`src/rtl/mem_wb_stage_pkg.sv`:
```
`default_nettype none
// ============================================================================
// Module   : mem_wb_stage_pkg
// Brief    : Shared result-select encodings and MEM-stage FSM states.
// Revision : 1.0 - initial release
// ============================================================================
package mem_wb_stage_pkg;

    localparam logic [1:0] RES_ALU = 2'b00;
    localparam logic [1:0] RES_MEM = 2'b01;
    localparam logic [1:0] RES_PC4 = 2'b10;
    localparam logic [1:0] RES_IMM = 2'b11;

    typedef enum logic [1:0] {
        IDLE  = 2'd0,
        WAIT  = 2'd1,
        ABORT = 2'd2
    } mem_state_e;

endpackage
`default_nettype wire

```
`src/rtl/mem_wb_stage_if.sv`:
```
`default_nettype none
// ============================================================================
// Module   : mem_wb_stage_if
// Brief    : Data-memory request/acknowledge bus between MEM stage and memory.
// Revision : 1.0 - initial release
// ============================================================================
interface mem_wb_stage_if #(
    parameter int XLEN = 32
);
    logic            dmem_req;
    logic            dmem_we;
    logic [XLEN-1:0] dmem_addr;
    logic [XLEN-1:0] dmem_wdata;
    logic [XLEN-1:0] dmem_rdata;
    logic            dmem_ack;

    modport master (
        output dmem_req, dmem_we, dmem_addr, dmem_wdata,
        input  dmem_rdata, dmem_ack
    );

    modport slave (
        input  dmem_req, dmem_we, dmem_addr, dmem_wdata,
        output dmem_rdata, dmem_ack
    );
endinterface
`default_nettype wire

```
`src/rtl/mem_wb_stage_regpipe.sv`:
```
`default_nettype none
// ============================================================================
// Module   : regPipe
// Brief    : Pipeline register with synchronous clear (bubble) and enable.
// Revision : 1.0 - initial release
// ============================================================================
module regPipe #(
    parameter int WIDTH = 1
) (
    input  logic             clk,
    input  logic             rst,
    input  logic             clear,
    input  logic             enable,
    input  logic [WIDTH-1:0] d,
    output logic [WIDTH-1:0] q
);

    // Clear wins over enable so a bubble is inserted even on a loading edge.
    always_ff @(posedge clk or negedge rst) begin
        if (!rst) begin
            q <= '0;
        end else if (clear) begin
            q <= '0;
        end else if (enable) begin
            q <= d;
        end
    end

endmodule
`default_nettype wire

```
`src/rtl/mem_wb_stage.sv`:
```
`default_nettype none
// ============================================================================
// Module   : mem_wb_stage
// Brief    : MEM->WB stage with stalling data-memory handshake; optional
//            access timeout enabled by macro DMEM_TIMEOUT_EN.
// Revision : 1.0 - initial release
// ============================================================================
module mem_wb_stage
    import mem_wb_stage_pkg::*;
#(
    parameter int XLEN           = 32,
    parameter int TIMEOUT_CYCLES = 15
) (
    input  logic             clk,
    input  logic             rst,
    input  logic             RegWriteM,
    input  logic [1:0]       ResultSrcM,
    input  logic             MemWriteM,
    input  logic             LUIInstrM,
    input  logic [4:0]       RdM,
    input  logic [XLEN-1:0]  ALUResultM,
    input  logic [XLEN-1:0]  WriteDataM,
    input  logic [XLEN-1:0]  ExtImmM,
    input  logic [XLEN-1:0]  PCPlus4M,
    mem_wb_stage_if.master   dmem,
    output logic             StallM,
    output logic             RegWriteW,
    output logic [4:0]       RdW,
    output logic [XLEN-1:0]  ResultW,
    output logic             mem_err
);

    if (TIMEOUT_CYCLES < 1) begin : g_bad_timeout
        $error("mem_wb_stage: TIMEOUT_CYCLES must be at least 1");
    end

    mem_state_e      state_q, state_d;
    logic            w_memop;
    logic            w_req;
    logic            w_stall;
    logic            w_bubble;
    logic            w_ack;
    logic [XLEN-1:0] w_result;

    assign w_memop = MemWriteM | (ResultSrcM == RES_MEM);
    assign w_ack   = w_req & dmem.dmem_ack;

`ifdef DMEM_TIMEOUT_EN
    localparam int               C_CNT_W     = $clog2(TIMEOUT_CYCLES + 1);
    localparam logic [C_CNT_W-1:0] C_CNT_LIMIT = C_CNT_W'(TIMEOUT_CYCLES);

    logic [C_CNT_W-1:0] cnt_q, cnt_d;
    logic [C_CNT_W-1:0] w_cnt_inc;
    logic               mem_err_q;

    // The first stalled cycle is spent in IDLE, so it is counted too.
    assign w_cnt_inc = cnt_q + C_CNT_W'(1);

    always_ff @(posedge clk or negedge rst) begin
        if (!rst) begin
            cnt_q     <= '0;
            mem_err_q <= 1'b0;
        end else begin
            cnt_q <= cnt_d;
            if (state_q == ABORT) begin
                mem_err_q <= 1'b1;
            end
        end
    end

    assign mem_err = mem_err_q;
`else
    assign mem_err = 1'b0;
`endif

    always_ff @(posedge clk or negedge rst) begin
        if (!rst) begin
            state_q <= IDLE;
        end else begin
            state_q <= state_d;
        end
    end

    always_comb begin
        state_d  = state_q;
        w_req    = 1'b0;
        w_stall  = 1'b0;
        w_bubble = 1'b0;
`ifdef DMEM_TIMEOUT_EN
        cnt_d    = cnt_q;
`endif
        case (state_q)
            IDLE, WAIT: begin
                if (w_memop || (state_q == WAIT)) begin
                    w_req = 1'b1;
                    if (dmem.dmem_ack) begin
                        state_d = IDLE;
`ifdef DMEM_TIMEOUT_EN
                        cnt_d   = '0;
`endif
                    end else begin
                        w_stall  = 1'b1;
                        w_bubble = 1'b1;
                        state_d  = WAIT;
`ifdef DMEM_TIMEOUT_EN
                        cnt_d    = w_cnt_inc;
                        if (w_cnt_inc == C_CNT_LIMIT) begin
                            state_d = ABORT;
                        end
`endif
                    end
                end
            end
`ifdef DMEM_TIMEOUT_EN
            ABORT: begin
                w_bubble = 1'b1;
                state_d  = IDLE;
                cnt_d    = '0;
            end
`endif
            default: state_d = IDLE;
        endcase
    end

    // Gate with reset so an in-flight request vanishes without waiting for clk.
    assign dmem.dmem_req   = w_req & rst;
    assign StallM          = w_stall & rst;
    assign dmem.dmem_we    = MemWriteM;
    assign dmem.dmem_addr  = ALUResultM;
    assign dmem.dmem_wdata = WriteDataM;

    always_comb begin
        w_result = ALUResultM;
        if (LUIInstrM) begin
            w_result = ExtImmM;
        end else begin
            case (ResultSrcM)
                RES_ALU: w_result = ALUResultM;
                RES_MEM: w_result = dmem.dmem_rdata;
                RES_PC4: w_result = PCPlus4M;
                RES_IMM: w_result = ExtImmM;
                default: w_result = ALUResultM;
            endcase
        end
    end

    logic unused_ack;
    assign unused_ack = w_ack;

    regPipe #(
        .WIDTH (1 + 5 + XLEN)
    ) u_wb_reg (
        .clk    (clk),
        .rst    (rst),
        .clear  (w_bubble),
        .enable (1'b1),
        .d      ({RegWriteM & ~MemWriteM, RdM, w_result}),
        .q      ({RegWriteW, RdW, ResultW})
    );

endmodule
`default_nettype wire

```
`src/flat_wrapper.sv`:
```
// flat-port wrapper written by rule: the top's interface ports become plain ports
module mem_wb_stage_flat import mem_wb_stage_pkg::*;
#(
    parameter int XLEN           = 32,
    parameter int TIMEOUT_CYCLES = 15
)
  (clk, rst, RegWriteM, ResultSrcM, MemWriteM, LUIInstrM, RdM, ALUResultM, WriteDataM, ExtImmM, PCPlus4M, StallM, RegWriteW, RdW, ResultW, mem_err, dmem_dmem_req, dmem_dmem_we, dmem_dmem_addr, dmem_dmem_wdata, dmem_dmem_rdata, dmem_dmem_ack);
  mem_wb_stage_if #(.XLEN(XLEN)) dmem_i ();
  input  logic clk;
  input  logic rst;
  input  logic RegWriteM;
  input  logic [1:0] ResultSrcM;
  input  logic MemWriteM;
  input  logic LUIInstrM;
  input  logic [4:0] RdM;
  input  logic [XLEN-1:0] ALUResultM;
  input  logic [XLEN-1:0] WriteDataM;
  input  logic [XLEN-1:0] ExtImmM;
  input  logic [XLEN-1:0] PCPlus4M;
  output logic StallM;
  output logic RegWriteW;
  output logic [4:0] RdW;
  output logic [XLEN-1:0] ResultW;
  output logic mem_err;
  output wire logic [$bits(dmem_i.dmem_req)-1:0] dmem_dmem_req;
  output wire logic [$bits(dmem_i.dmem_we)-1:0] dmem_dmem_we;
  output wire logic [$bits(dmem_i.dmem_addr)-1:0] dmem_dmem_addr;
  output wire logic [$bits(dmem_i.dmem_wdata)-1:0] dmem_dmem_wdata;
  input wire logic [$bits(dmem_i.dmem_rdata)-1:0] dmem_dmem_rdata;
  input wire logic [$bits(dmem_i.dmem_ack)-1:0] dmem_dmem_ack;
  assign dmem_dmem_req = dmem_i.dmem_req;
  assign dmem_dmem_we = dmem_i.dmem_we;
  assign dmem_dmem_addr = dmem_i.dmem_addr;
  assign dmem_dmem_wdata = dmem_i.dmem_wdata;
  assign dmem_i.dmem_rdata = dmem_dmem_rdata;
  assign dmem_i.dmem_ack = dmem_dmem_ack;
  mem_wb_stage #(.XLEN(XLEN), .TIMEOUT_CYCLES(TIMEOUT_CYCLES)) u_core (.clk(clk), .rst(rst), .RegWriteM(RegWriteM), .ResultSrcM(ResultSrcM), .MemWriteM(MemWriteM), .LUIInstrM(LUIInstrM), .RdM(RdM), .ALUResultM(ALUResultM), .WriteDataM(WriteDataM), .ExtImmM(ExtImmM), .PCPlus4M(PCPlus4M), .dmem(dmem_i), .StallM(StallM), .RegWriteW(RegWriteW), .RdW(RdW), .ResultW(ResultW), .mem_err(mem_err));
endmodule
```
`config.mk`:
```
export PLATFORM = sky130hd
export DESIGN_NAME = mem_wb_stage_flat
export DESIGN_NICKNAME = d
export VERILOG_FILES = /design/src/rtl/mem_wb_stage_pkg.sv /design/src/rtl/mem_wb_stage_if.sv /design/src/rtl/mem_wb_stage_regpipe.sv /design/src/rtl/mem_wb_stage.sv /design/src/flat_wrapper.sv
export SDC_FILE = /design/constraint.sdc
export NUM_CORES = 1
export LEC_CHECK = 0
export CAP_MARGIN = 10
export CORE_AREA = 2 2 108 110
export DETAILED_ROUTE_END_ITERATION = 16
export DIE_AREA = 0 0 110 112
export PLACE_DENSITY = 0.73
export SLEW_MARGIN = 15
export SYNTH_ARGS = -nofsm -noshare
export SYNTH_HDL_FRONTEND = slang
export SYNTH_SLANG_ARGS = --single-unit
```
`constraint.sdc`:
```
create_clock -name clk -period 1.4 [get_ports clk]
set_input_delay 0.14 -clock clk [delete_from_list [all_inputs] [get_ports clk]]
set_output_delay 0.14 -clock clk [all_outputs]
set_load 0.03 [all_outputs]
```
==> out/results.md <==
| Item | Reported |
| --- | --- |
| Int Power | 2680 µW |
| Standard cell with the maximum stage delay on the critical path | clkdlybuf4s50_1 |
| Final Critical Period | 1.35 ns |
| Master cell of the clock root buffer | clkbuf_16 |
| Actual transition at the worst max-transition pin | 0.529 ns |
| Most frequent standard cell in the layout excluding fill and tap cells | clkdlybuf4s50_1 |
| WL/cell | 17.4 µm |
| Area growth, synth to finish | 66.2% |
| Num Clock Sinks | 39 |
| Post-Synth XOR/XNOR Area | 0% |
| IO Port Bufs | 213 |
| Min-Delay Path Class | input pin to output port |
| Dominant cell type by area after synthesis | dfrtp_1 |
| Critical Path Source Type | input pin |
| Final instance count without filler cells | 633 |
| Maximum number of pins on one net before global-route repair | 40 |
| Post-Syn Nets | 511 |
| Switching part of the total power | 32.0% |
| Largest driver fanout on the critical path | 2 |
| YS warnings | 0 |
| Unrepaired setup endpoints after global routing | no |
| Total detailed-routing wirelength | 11000 µm |
| Largest clock skew in the final design | 0.00485 ns |
| All-layer global routing usage | 16.8% |
| Clock share of power | 27.9% |
| Total iterations of the first detailed-routing run | 4 |
| Cell variety after synth | 19 |
| Hold Fails Final Rpt | 0 |
| Number of diodes added for antenna fixing | 0 |
| Met2 routing resource usage after global routing | 30.4% |
| Number of standard cells after synthesis | 338 |
| Starting density of the core | 27.1% |
| Placement Setup Slack | -0.193 ns |
| Worst supply voltage drop on vdd | 0.490 mV |
| GP Congestion | 0.841 |
| Leakage component of the power | 0.00227 µW |
| Max-slew violations | 0 |
| Pwr/cell area | 783 nW/µm² |
| Post-placement cell count | 624 |
| Via count of the first global-routing pass | 3034 |
| Core occupancy in the finished layout | 45.0% |
| Post-route DRC | 0 |
| Die Height | 112 µm |
| Slack of the worst reg-to-reg path | 0.31 ns |
| Clock insertion delay at the later pin of the skew report | 0.28 ns |
| Complex-gate fraction of the synthesized area | 11.0% |
| Area contributors post-synth | dfrtp_1, buf_4, a221o_1 |
| Number of buffers created by CTS | 5 |
| Largest family of logic cells by synthesized area | simple AND/OR/NAND/NOR gates |
| Avg Inst Size Synth | 8.95 µm² |
| Half-perimeter wire length of the detailed placement result | 8680 µm |
| Endpoint kind of the worst setup timing path | output port |
| List of cells traversed by the critical path | clkdlybuf4s50_1, nor2_4, a21boi_2, nor2b_2, buf_4 |
| Floorplan die area | 12300 µm² |
| Met3 Resource Use GR | 4.80% |
| DR iter-0 viols | 116 |
| Reg power frac | 32.0% |
| Layer with the highest usage after global routing | met2 |
| Global Route met1 Usage | 18.0% |
| Clock Path Buffers | 2 |
| Fraction of synthesized cell area taken by the top area cell type | 32.2% |
| Number of primary I/O pins | 279 |
| Sequential cell area in the final layout | 976 µm² |
| Post-detailed-route count of antenna-violating nets | 0 |
| Placeable Area | 11200 µm² |
| Setup violators final | 0 |
| Required time of the worst setup path | 1.26 ns |
| Number of max-cap violations | 0 |
| Most frequent cells in the layout | clkdlybuf4s50_1, nor2_1, buf_4 |
| Count of state elements after synthesis | 39 |
| Tcrit/Tclk final | 96.5% |
| Multiplexer share of the synthesized area | 10.6% |
| Outcome | complete, no violations |
| Area of combinational cells with multiple inputs | 1400 µm² |
| Area of the mapped netlist | 3030 µm² |
| Worst slack on hold paths | 0.280 ns |
| Slowest Stage Delay on Critical Path | 0.55 ns |
| Worst path setup slack after routing | 0.0484 ns |
| Number of inserted filler cells in the final layout | 1066 |
| Share of synthesized area occupied by flip-flops and latches | 32.2% |
| Synthesized-area fraction occupied by adder cells | 0% |
| Worst Path Class, Setup | input pin to output port |
| Residual overflow from global routing | 0 |
| Via density | 4.67 |
| Synth Area in Simple Gates | 23.3% |
| Rows | 39 |
| Setup fix buffers added after clock tree synthesis | 0 |
| Width of the die | 110 µm |
| Maximum clock frequency | 0.740 GHz |
| Final net count | 662 |
| Total via count in the routed design | 2959 |
| TritonCTS clock tree | built |
| Slew headroom | 64.7% |
| Critical Path AT | 1.21 ns |
| Global-route wire length before repair | 15900 µm |
| Antenna violations before repair | 0 |
| Net switching component of the power | 1260 µW |
| Layout cell share with drive strength beyond 1 | 17.1% |
| Comb pwr share | 40.1% |
| Maximum level of the CTS H-tree | 2 |
-- synthesized netlist by cell type --
| cell | n |
|---|---|
| nor3b_1 | 1 |
| a21oi_1 | 1 |
| conb_1 | 1 |
| dfrtp_1 | 39 |
| a21boi_0 | 1 |
| or3b_1 | 1 |
| nor3_1 | 29 |
| clkbuf_1 | 5 |
| nand2b_1 | 1 |
| buf_2 | 14 |
| a221o_1 | 32 |
| nor3_2 | 3 |
| buf_4 | 66 |
| mux2i_1 | 32 |
| nor2_2 | 6 |
| buf_6 | 4 |
| nor2b_1 | 39 |
| nor2_1 | 60 |
| buf_12 | 3 |
-- worst max-delay path, delay by kind of cell --
family	cells	cell delay [ns]
buffers and inverters	2	0.71
and+or+nand+nor	2	0.22
AOI/OAI and AO/OA	1	0.14
-- final timing paths --
path	cells past startpoint	start	end
min in group asynchronous	3	rst	u_core.u_wb_reg.q[1]$_DFF_PN0_
max	5	MemWriteM	StallM
min reg2reg	3	u_core.state_q[0]$_DFFE_PN0N_	u_core.u_wb_reg.q[30]$_DFF_PN0_
max in group asynchronous	3	rst	u_core.u_wb_reg.q[15]$_DFF_PN0_
max reg2reg	4	u_core.state_q[0]$_DFFE_PN0N_	u_core.u_wb_reg.q[17]$_DFF_PN0_
min	0	WriteDataM[0]	dmem_dmem_wdata[0]
-- flip-flops by register name, indices dropped and copies added (netlist names) --
name,count
u_core.u_wb_reg.q,38
u_core.state_q,1
-- cell type report --
class	count	share of cell area, %
tap	143	3.56
sequential	39	19.4
clock buffer	5	2.49
multi-input combinational	207	27.9
timing repair buffer	236	46.4
clock inverter	3	0.298
-- power groups by stage --
stage / Clock [µW] / Combinational, µW / Sequential [µW]
after floorplan: 0 / 756 / 1510
after global placement: 0 / 1640 / 1290
after detailed placement: 0 / 1660 / 1290
after CTS: 1150 / 1590 / 1260
after global routing: 1200 / 1680 / 1270
final: 1100 / 1580 / 1260
-- repair_timing --
item                                    in CTS  in global routing
endpoints found under the setup margin      40                  1
endpoints found under the hold margin       39                  0
hold buffers                                 1                  0
gates resized for setup                     41                  1
-- through the flow --
step / total power, µW / area [µm²] / setup TNS, ns
after global routing: 4140 / 5030 / 0
after floorplan: 2260 / 3030 / 0
final: 3940 / 5030 / 0
after CTS: 4000 / 5030 / 0
after global placement: 2930 / 4910 / -4.90
after detailed placement: 2950 / 4910 / -5.63
-- metal layers --
metal  vias up  part of all wire (%)
met4         0                   2.5
li1       1397                     -
met3        24                   9.9
met2       166                    51
met5         -                     0
met1      1372                    36
-- cells by family (layout without fill, tap and decap cells) --
kind of cell / count (synthesis) / in the layout
and+or+nand+nor: 140 / 140
buffers and inverters: 92 / 244
DFF: 39 / 39
AOI/OAI and AO/OA: 34 / 34
muxes: 32 / 32
other: 1 / 1
No activity file was read; power rests on OpenSTA's default activity.
